[src/rtl/serial_adder_pkg.sv]
// Shared types and defaults for the bit-serial adder.
// Subtract support is enabled by defining SERIAL_SUB_EN.
package serial_adder_pkg;

    localparam int unsigned DefaultWidth = 16;

    typedef enum logic [1:0] {
        StIdle,
        StShift,
        StDone
    } state_e;

endpackage

[src/rtl/serial_adder_full_adder.sv]
// Gate-level full-adder cell used as the one-bit datapath slice of the serial adder.
module serial_adder_full_adder (
    input  logic a_i,
    input  logic b_i,
    input  logic c_i,
    output logic s_o,
    output logic c_o
);

    logic p;

    assign p   = a_i ^ b_i;
    assign s_o = p ^ c_i;
    assign c_o = (a_i & b_i) | (p & c_i);

endmodule

[src/rtl/serial_adder.sv]
// Bit-serial adder: one full-adder cell processes one operand bit per cycle, LSB first.
// Optional subtract (op port) when SERIAL_SUB_EN is defined; default build is add-only.
module serial_adder
    import serial_adder_pkg::*;
#(
    parameter int unsigned WIDTH = DefaultWidth
) (
    input  logic             clk,
    input  logic             rst_n,
    input  logic             start,
    input  logic [WIDTH-1:0] a,
    input  logic [WIDTH-1:0] b,
`ifdef SERIAL_SUB_EN
    input  logic             op,
`endif
    output logic             busy,
    output logic             done,
    output logic [WIDTH-1:0] sum,
    output logic             c_out,
    output logic             ovf
);

    localparam int unsigned    CntW    = $clog2(WIDTH + 1);
    localparam logic [CntW-1:0] CntLast = CntW'(WIDTH - 1);

    state_e           state_q, state_d;
    logic [WIDTH-1:0] a_sh_q, a_sh_d;
    logic [WIDTH-1:0] b_sh_q, b_sh_d;
    logic [WIDTH-1:0] sum_q, sum_d;
    logic [CntW-1:0]  cnt_q, cnt_d;
    logic             carry_q, carry_d;
    logic             c_out_q, c_out_d;
    logic             c_msb_q, c_msb_d;
    logic             sub_q, sub_d;
    logic             start_op;
    logic             fa_b, fa_s, fa_c;

`ifdef SERIAL_SUB_EN
    assign start_op = op;
`else
    assign start_op = 1'b0;
`endif

    // Subtract is A + ~B + 1: invert B bits, carry preloaded with 1 at start.
    assign fa_b = b_sh_q[0] ^ sub_q;

    serial_adder_full_adder u_fa (
        .a_i (a_sh_q[0]),
        .b_i (fa_b),
        .c_i (carry_q),
        .s_o (fa_s),
        .c_o (fa_c)
    );

    always_comb begin
        state_d = state_q;
        a_sh_d  = a_sh_q;
        b_sh_d  = b_sh_q;
        sum_d   = sum_q;
        cnt_d   = cnt_q;
        carry_d = carry_q;
        c_out_d = c_out_q;
        c_msb_d = c_msb_q;
        sub_d   = sub_q;

        unique case (state_q)
            StIdle, StDone: begin
                state_d = StIdle;
                if (start) begin
                    state_d = StShift;
                    a_sh_d  = a;
                    b_sh_d  = b;
                    cnt_d   = '0;
                    carry_d = start_op;
                    sub_d   = start_op;
                    sum_d   = '0;
                end
            end
            StShift: begin
                sum_d   = {fa_s, sum_q[WIDTH-1:1]};
                a_sh_d  = a_sh_q >> 1;
                b_sh_d  = b_sh_q >> 1;
                carry_d = fa_c;
                cnt_d   = cnt_q + 1'b1;
                if (cnt_q == CntLast) begin
                    state_d = StDone;
                    c_out_d = fa_c;
                    // carry_q here is the carry into the MSB slice
                    c_msb_d = carry_q;
                end
            end
            default: state_d = StIdle;
        endcase
    end

    always_ff @(posedge clk) begin
        if (!rst_n) begin
            state_q <= StIdle;
            a_sh_q  <= '0;
            b_sh_q  <= '0;
            sum_q   <= '0;
            cnt_q   <= '0;
            carry_q <= 1'b0;
            c_out_q <= 1'b0;
            c_msb_q <= 1'b0;
            sub_q   <= 1'b0;
        end else begin
            state_q <= state_d;
            a_sh_q  <= a_sh_d;
            b_sh_q  <= b_sh_d;
            sum_q   <= sum_d;
            cnt_q   <= cnt_d;
            carry_q <= carry_d;
            c_out_q <= c_out_d;
            c_msb_q <= c_msb_d;
            sub_q   <= sub_d;
        end
    end

    assign busy  = (state_q == StShift);
    assign done  = (state_q == StDone);
    assign sum   = sum_q;
    assign c_out = c_out_q;
    assign ovf   = c_out_q ^ c_msb_q;

endmodule
[config.mk]
export PLATFORM = sky130hd
export DESIGN_NAME = serial_adder
export DESIGN_NICKNAME = d
export VERILOG_FILES = /design/src/rtl/serial_adder_pkg.sv /design/src/rtl/serial_adder_full_adder.sv /design/src/rtl/serial_adder.sv
export SDC_FILE = /design/constraint.sdc
export NUM_CORES = 1
export LEC_CHECK = 0
export ABC_AREA = 1
export CAP_MARGIN = 5
export CORE_ASPECT_RATIO = 0.9
export CORE_MARGIN = 3
export CORE_UTILIZATION = 38
export CTS_CLUSTER_DIAMETER = 150
export DETAILED_ROUTE_END_ITERATION = 8
export DONT_BUFFER_PORTS = 1
export GPL_TIMING_DRIVEN = 0
export HOLD_SLACK_MARGIN = 0.02
export SYNTH_ARGS = -nofsm -noshare
export SYNTH_HDL_FRONTEND = slang
export SYNTH_HIERARCHICAL = 1
export SYNTH_SLANG_ARGS = --single-unit
[constraint.sdc]
create_clock -name clk -period 3.1 [get_ports clk]
set_input_delay 0.62 -clock clk [delete_from_list [all_inputs] [get_ports clk]]
set_output_delay 0.62 -clock clk [all_outputs]
set_load 0.05 [all_outputs]
-- After elaboration in Yosys (flattened, before gate mapping)
Index checks and enable logic that the tools add are counted.
- output and inout bits: 20
- logic and storage cells: 38
- input bits: 35
- bits in registers: 58
- reductions and logical operators: 5
- bitwise logic cells: 6
- muxes and demuxes: 13
- $add $sub $neg: 1
- equality and inequality tests: 5
- operator list (kind ; number):
    $pmux 16 s2 ; 3
    $mux 16 ; 3
    $pmux 5 s2 ; 1
    $add 5x1->5 const B ; 1
    $eq 5x4->1 const B ; 1
    $mux 5 ; 1
    $pmux 2 s2 ; 1
    $reduce_and 2->1 ; 2
    $xor 1x1->1 ; 3
    $and 1x1->1 ; 2
    $eq 2x1->1 const B ; 1
    $eq 2x2->1 const B ; 1
    $logic_not 2->1 ; 1
    $mux 1 ; 2
    $mux 2 ; 1
    $ne 2x1->1 const B ; 1
    $ne 2x2->1 const B ; 1
    $pmux 1 s2 ; 1
    $reduce_bool 2->1 ; 1
    $reduce_or 2->1 ; 1
    $or 1x1->1 ; 1

-- Longest topological paths before layout
Gate-level depths: netlist (run 1).
- depth in word-level cells: 4
- mapped depth: 8
- gate-level depth less buffers: 8

-- Cells and area by module
Netlist (run 1), hierarchy kept.
- by module, submodules not included (module ; times used ; sequential area each (um2) ; cells an instance ; area each (um2)):
    serial_adder ; 1 ; 1161.1 ; 376 ; 2686.3
    serial_adder_full_adder ; 1 ; 0.0 ; 1 ; 20.0

-- Least setup slack after synthesis (run 1)
No wires, ideal clock.
- kind: reg-to-output
- from: reg c_out_q, in the netlist c_out
- to: out ovf
- arrival time: 1.451 ns
- buffers on the path: 0
- setup slack: 1.029 ns
- cell stages (with the launch flop): 2
- data required time: 2.480 ns
- path through: dfxtp_1 > xor2_1
- longest elaborated chain between the ends: 1
- RTL lines (what ; line ; source):
    start, declared ; serial_adder.sv:32 ; logic c_out_q, c_out_d;
    start signal, assigned ; serial_adder.sv:114 ; c_out_q <= c_out_d;
    $xor 1x1->1 ; serial_adder.sv:124 ; assign ovf = c_out_q ^ c_msb_q;
    end, declared ; serial_adder.sv:20 ; output logic ovf
No other way between the ends.

-- Worst setup path in the final report (run 1)
Same ends and word-level chain as after synthesis.

==> results_dict.tcl, run 1 <==
set metrics [dict create \
    status "complete, no violations" \
    dp_cells 467 \
    pin_count 55 \
    critical_path_class "flip-flop to primary output" \
    crit_buf_inv 0 \
    ys_seq_area_share_pct 42.9 \
    period_share_pct 80.0 \
    ctsHoldBuffers 0 \
    r2r-start "cnt_q[0]" \
    yosysTopAreaCellShare_pct 42.9 \
    rows 28 \
    synth.area.top_cells "dfxtp_1 43%, nand3_1 21%, a21oi_1 10%" \
    cpPeakStageDelay_ns 0.85 \
    arrival_ns 1.86 \
    maxSlewViolCount 0 \
    reg2reg_to "c_out" \
    cts_buffers 9 \
    fin_nets 426 \
    min_to "cnt_q[3]" \
    powerDensity_nw_per_um2 541 \
    gp_congestion 0.767 \
    ys_ff_latch 58 \
    critPathMaxFanout 3 \
    final_cells 482 \
    period_needed_ns 2.48 \
    port_buffers 0 \
    vias 2502 \
    initial_core_util_pct 40.2 \
    grt_pass1_vias 2298 \
    syn2layout_area_growth_pct 10.4 \
    leakage_nw 1.21 \
    hold_ws_ns 0.389 \
    skew_ns 0.00825 \
    synthesis.nets 415 \
    core_um2 6730 \
    via_per_inst 5.19 \
    avgSynthCellArea_um2 7.18 \
    path_cells "xor2_1" \
    antenna_found_initial 0 \
    worst_slew_pin_slew_ns 1.02 \
    clk_latency_ns 0.34 \
    synth_top_area_cell "dfxtp_1" \
    clockBufferDepth 2 \
    drc 0 \
    synth_area_um2 2710 \
    grt_first_pass_wirelength_um 11500 \
    die_h_um 86.1 \
    cts_setup_buffers 0 \
    worstHoldStart "rst_n" \
    cp_slowest_cell "xor2_1" \
    cts_tree "done" \
    dp_hpwl_um 4760 \
    slew_headroom_pct 31.8 \
    cp-start-kind "flip-flop" \
    min_path_cells 2 \
    drv_cap 0 \
    vdd_ir_drop_max_uv 246 \
    final_core_util_pct 44.4 \
    path_clk_slew_ns 0.07 \
    drtIter0Drc 155 \
    yosys_warnings 6 \
    worst_setup_path_end_kind "primary output" \
    die_x_um 95.0 \
    routed_wl_um 7010 \
    syn_inst 377 \
    ys_types 20 \
    ant_nets 0 \
    reg2reg_depth 8 \
    drive_above_1_share_pct 12.0 \
    wire_per_inst_um 14.5 \
    max_freq_ghz 0.403 \
    gr-total-overflow 0 \
    finalSetupTns_ns 0 \
    track_usage_pct 18.1 \
    htree_num_levels 3 \
    grt_max_degree 11 \
    insertedDiodeCount 0 \
    hold_violations 0 \
    finalSetupViolCount 0 \
    cts.repair.resized 0 \
    dr.pass1.iters 4 \
    reg2reg_slack_ns 1.64 \
    die_area_um2 8170 \
    cts_root_buf "clkbuf_8" \
    hp-class "input pin to flip-flop" \
    cp_data_required_time_ns 2.48 \
    rsz0062_at_grt "false" \
    clock_sinks 58 \
    path_delay_family "XOR/XNOR gates" \
]
[sequential cells by signal, indices dropped and copies added, names as in the netlist]
signal / count
a_sh_q: 16
b_sh_q: 16
c_msb_q: 1
c_out: 1
carry_q: 1
cnt_q: 5
state_q: 2
sum: 16
[per-stage QoR]
stage | worst slack [ns] | power, mW | cell area (µm²)
floorplan | 1.03 | 0.971 | 2710
global placement | 0.975 | 1.02 | 2820
detailed placement | 0.970 | 1.02 | 2820
CTS | 0.586 | 1.64 | 2990
global route | 0.547 | 1.70 | 2990
finish | 0.618 | 1.62 | 2990
[routing by layer]
| layer | global-route usage, % | wire [µm] |
|---|---|---|
| met5 | 0 | 0 |
| met4 | 6.55 | 100 |
| met3 | 6.32 | 425 |
| met2 | 25.5 | 3100 |
| met1 | 25.5 | 3380 |
[Yosys cell counts]
| library cell | instances |
|---|---|
| nor3_1 | 1 |
| o21ai_0 | 3 |
| inv_1 | 36 |
| nor2_2 | 1 |
| a21oi_1 | 55 |
| buf_2 | 17 |
| inv_2 | 2 |
| nand2_1 | 59 |
| fa_1 | 1 |
| xor2_1 | 1 |
| nand2_4 | 2 |
| buf_4 | 7 |
| dfxtp_1 | 58 |
| buf_6 | 2 |
| nand3_1 | 116 |
| inv_4 | 1 |
| ha_1 | 2 |
| clkbuf_1 | 5 |
| nor2_4 | 1 |
| nor2_1 | 7 |
[kinds of logic after synthesis]
group,synth area share [%]
AOI/OAI and AO/OA,10.7
DFF,42.9
xor gates and xnor gates,0.324
adders and majority gates,1.66
buffers and inverters,12.1
and+or+nand+nor,32.3
[layout by cell type (no fill, tap or decap)]
cell / instances
nand3_1: 116
nand2_1: 59
dfxtp_1: 58
a21oi_1: 55
inv_1: 36
buf_2: 17
clkbuf_8: 11
buf_4: 7
nor2_1: 7
clkbuf_1: 6
o21ai_0: 3
clkinv_2: 3
buf_6: 2
inv_2: 2
nand2_4: 2
ha_1: 2
inv_4: 1
nor2_4: 1
nor3_1: 1
xor2_1: 1
nor2_2: 1
fa_1: 1
[report_power, final]
| group | switching (mW) | internal (mW) | total, mW |
|---|---|---|---|
| Sequential | 0.0220 | 0.779 | 0.801 |
| Combinational | 0.136 | 0.0691 | 0.205 |
| Clock | 0.287 | 0.325 | 0.612 |
[cell type report]
| class | count | area (µm²) |
|---|---|---|
| Multi-Input combinational cell | 249 | 1220 |
| Clock buffer | 12 | 155 |
| Inverter | 39 | 149 |
| Clock inverter | 3 | 15.0 |
| Fill cell | 721 | 3740 |
| Tap cell | 90 | 113 |
| Buffer | 31 | 179 |
| Sequential cell | 58 | 1160 |
[worst max path at each step]
stage	startpoint	cells after the start	slack (ns)	to
global route	c_out	1	0.55	ovf
finish	c_out	1	0.62	ovf
global placement	c_out	1	0.97	ovf
floorplan	c_out	1	1.03	ovf
detailed placement	c_out	1	0.97	ovf
CTS	c_out	1	0.59	ovf
(Power assumes the default switching activity.)
==> inputs of run 2 (changes only) <==
==> constraint.sdc (replaced) <==
create_clock -name clk -period 2 [get_ports clk]
set_input_delay 0.4 -clock clk [delete_from_list [all_inputs] [get_ports clk]]
set_output_delay 0.4 -clock clk [all_outputs]
set_load 0.05 [all_outputs]
==> run 2 against run 1 <==
Against the previous run:
- final cell count unchanged
- sequential power increased by 55%
- global-route usage is 0.058 points higher
- sequential share of layout area shrank 0.27 points
- wire length about the same
- first-iteration DRC count grew 4.5%
- flip-flop and latch count unchanged
- register-to-register slack got worse by 1.1 ns
- die area unchanged
- combinational power is 55% higher
- largest cell class unchanged
==> results_dict.tcl, run 2 (synthesized netlist as in run 1, its figures left out) <==
set metrics [dict create \
    grt_first_pass_wirelength_um 11500 \
    ant_nets 0 \
    drive_above_1_share_pct 12.5 \
    die_x_um 95.0 \
    pin_count 55 \
    critPathMaxFanout 3 \
    mostFrequentLayoutCell "nand3_1" \
    cpPeakStageDelay_ns 0.76 \
    cts_tree "done" \
    cp_slowest_cell "dfxtp_1" \
    port_buffers 0 \
    rsz0062_at_grt "false" \
    period_share_pct 94.7 \
    grt_max_degree 11 \
    die_h_um 86.1 \
    slew_headroom_pct 54.5 \
    reg2reg_depth 8 \
    path_delay_family "flip-flops" \
    initial_core_util_pct 40.2 \
    cp-start-kind "flip-flop" \
    finalSetupViolCount 0 \
    htree_num_levels 3 \
    wire_per_inst_um 14.5 \
    hp-class "input pin to flip-flop" \
    routed_wl_um 7010 \
    cts.repair.resized 3 \
    clockBufferDepth 2 \
    finalSetupTns_ns 0 \
    layout.cells.most_common_list "116 x nand3_1, 59 x nand2_1, 58 x dfxtp_1" \
    clock_sinks 58 \
    cts_root_buf "clkbuf_8" \
    drv_cap 0 \
    drc 0 \
    period_needed_ns 1.89 \
    track_usage_pct 18.2 \
    vias 2483 \
    via_per_inst 5.15 \
    core_um2 6730 \
    max_freq_ghz 0.528 \
    final_cell_area_um2 3010 \
    grt_pass1_vias 2295 \
    arrival_ns 1.49 \
    clk_latency_ns 0.34 \
    cts_buffers 9 \
    crit_buf_inv 0 \
    die_area_um2 8170 \
    ctsHoldBuffers 0 \
    insertedDiodeCount 0 \
    gr-total-overflow 0 \
    worst_setup_path_end_kind "primary output" \
    path_cells "xor2_4" \
    dp_hpwl_um 4760 \
    skew_ns 0.00840 \
    status "complete, no violations" \
    fin_nets 426 \
    drtIter0Drc 162 \
    antenna_found_initial 0 \
    cts_setup_buffers 0 \
    worst_slew_pin_slew_ns 0.681 \
    syn2layout_area_growth_pct 11.2 \
    leakage_nw 1.21 \
    rows 28 \
    placed_area_um2 2820 \
    critical_path_class "flip-flop to primary output" \
    powerDensity_nw_per_um2 833 \
    path_clk_slew_ns 0.07 \
    min_path_cells 2 \
    hold_violations 0 \
    maxSlewViolCount 0 \
    dr.pass1.iters 4 \
    cp_data_required_time_ns 1.60 \
    gp_congestion 0.767 \
    crit_cells 1 \
    vdd_ir_drop_max_uv 382 \
]
==> run 2: cell counts in the layout (fill, tap and decap cells not counted) <==
No cell type changed its count.
==> run 2: worst reg2reg max path, cell delays in order (launching register included) <==
cell,delay (ns)
dfxtp_1,0.40
ha_1,0.19
inv_1,0.05
nor3_1,0.17
ha_1,0.23
nand2_1,0.11
nor2_2,0.11
nand2_1,0.07
nand2_1,0.05
==> run 2: stage by stage <==
step                      utilization [%]  power, mW  instances  setup slack (ns)  hold WS (ns)
after floorplan                         -       1.51        377             0.149         0.452
after global placement               41.9       1.58        467            0.0950         0.468
after detailed placement             41.9       1.58        467            0.0899         0.474
after CTS                            44.8       2.54        482            0.0879         0.156
after global routing                 44.8       2.64        482            0.0351         0.161
final                                44.8       2.51        482             0.107         0.170
==> run 2: path summary, 6_finish.rpt <==
kind | endpoint | slack [ns] | from
worst min-delay path | cnt_q[3] | 0.17 | rst_n
worst max-delay path | ovf | 0.11 | c_out
worst min register to register | b_sh_q[3] | 0.48 | b_sh_q[3]
worst max register to register | c_out | 0.55 | cnt_q[0]
==> run 2: power by group <==
part,internal (mW),switching [mW]
registers,1.21,0.0341
logic,0.107,0.210
clock network,0.504,0.444
total,1.82,0.688
==> run 2: routing by layer <==
metal  up-vias  GRT usage (%)  share of wire [%]
li1       1270              -                  -
met3        10           6.49                6.6
met5         -              0                  0
met2        56           25.6                 45
met4         0           6.55                1.4
met1      1147           25.5                 47
==> run 2: cell type report <==
type | count | area [µm²]
Buffer | 31 | 179
Clock buffer | 12 | 155
Clock inverter | 3 | 15.0
Fill cell | 720 | 3720
Inverter | 39 | 149
Multi-Input combinational cell | 249 | 1240
Sequential cell | 58 | 1160
Tap cell | 90 | 113
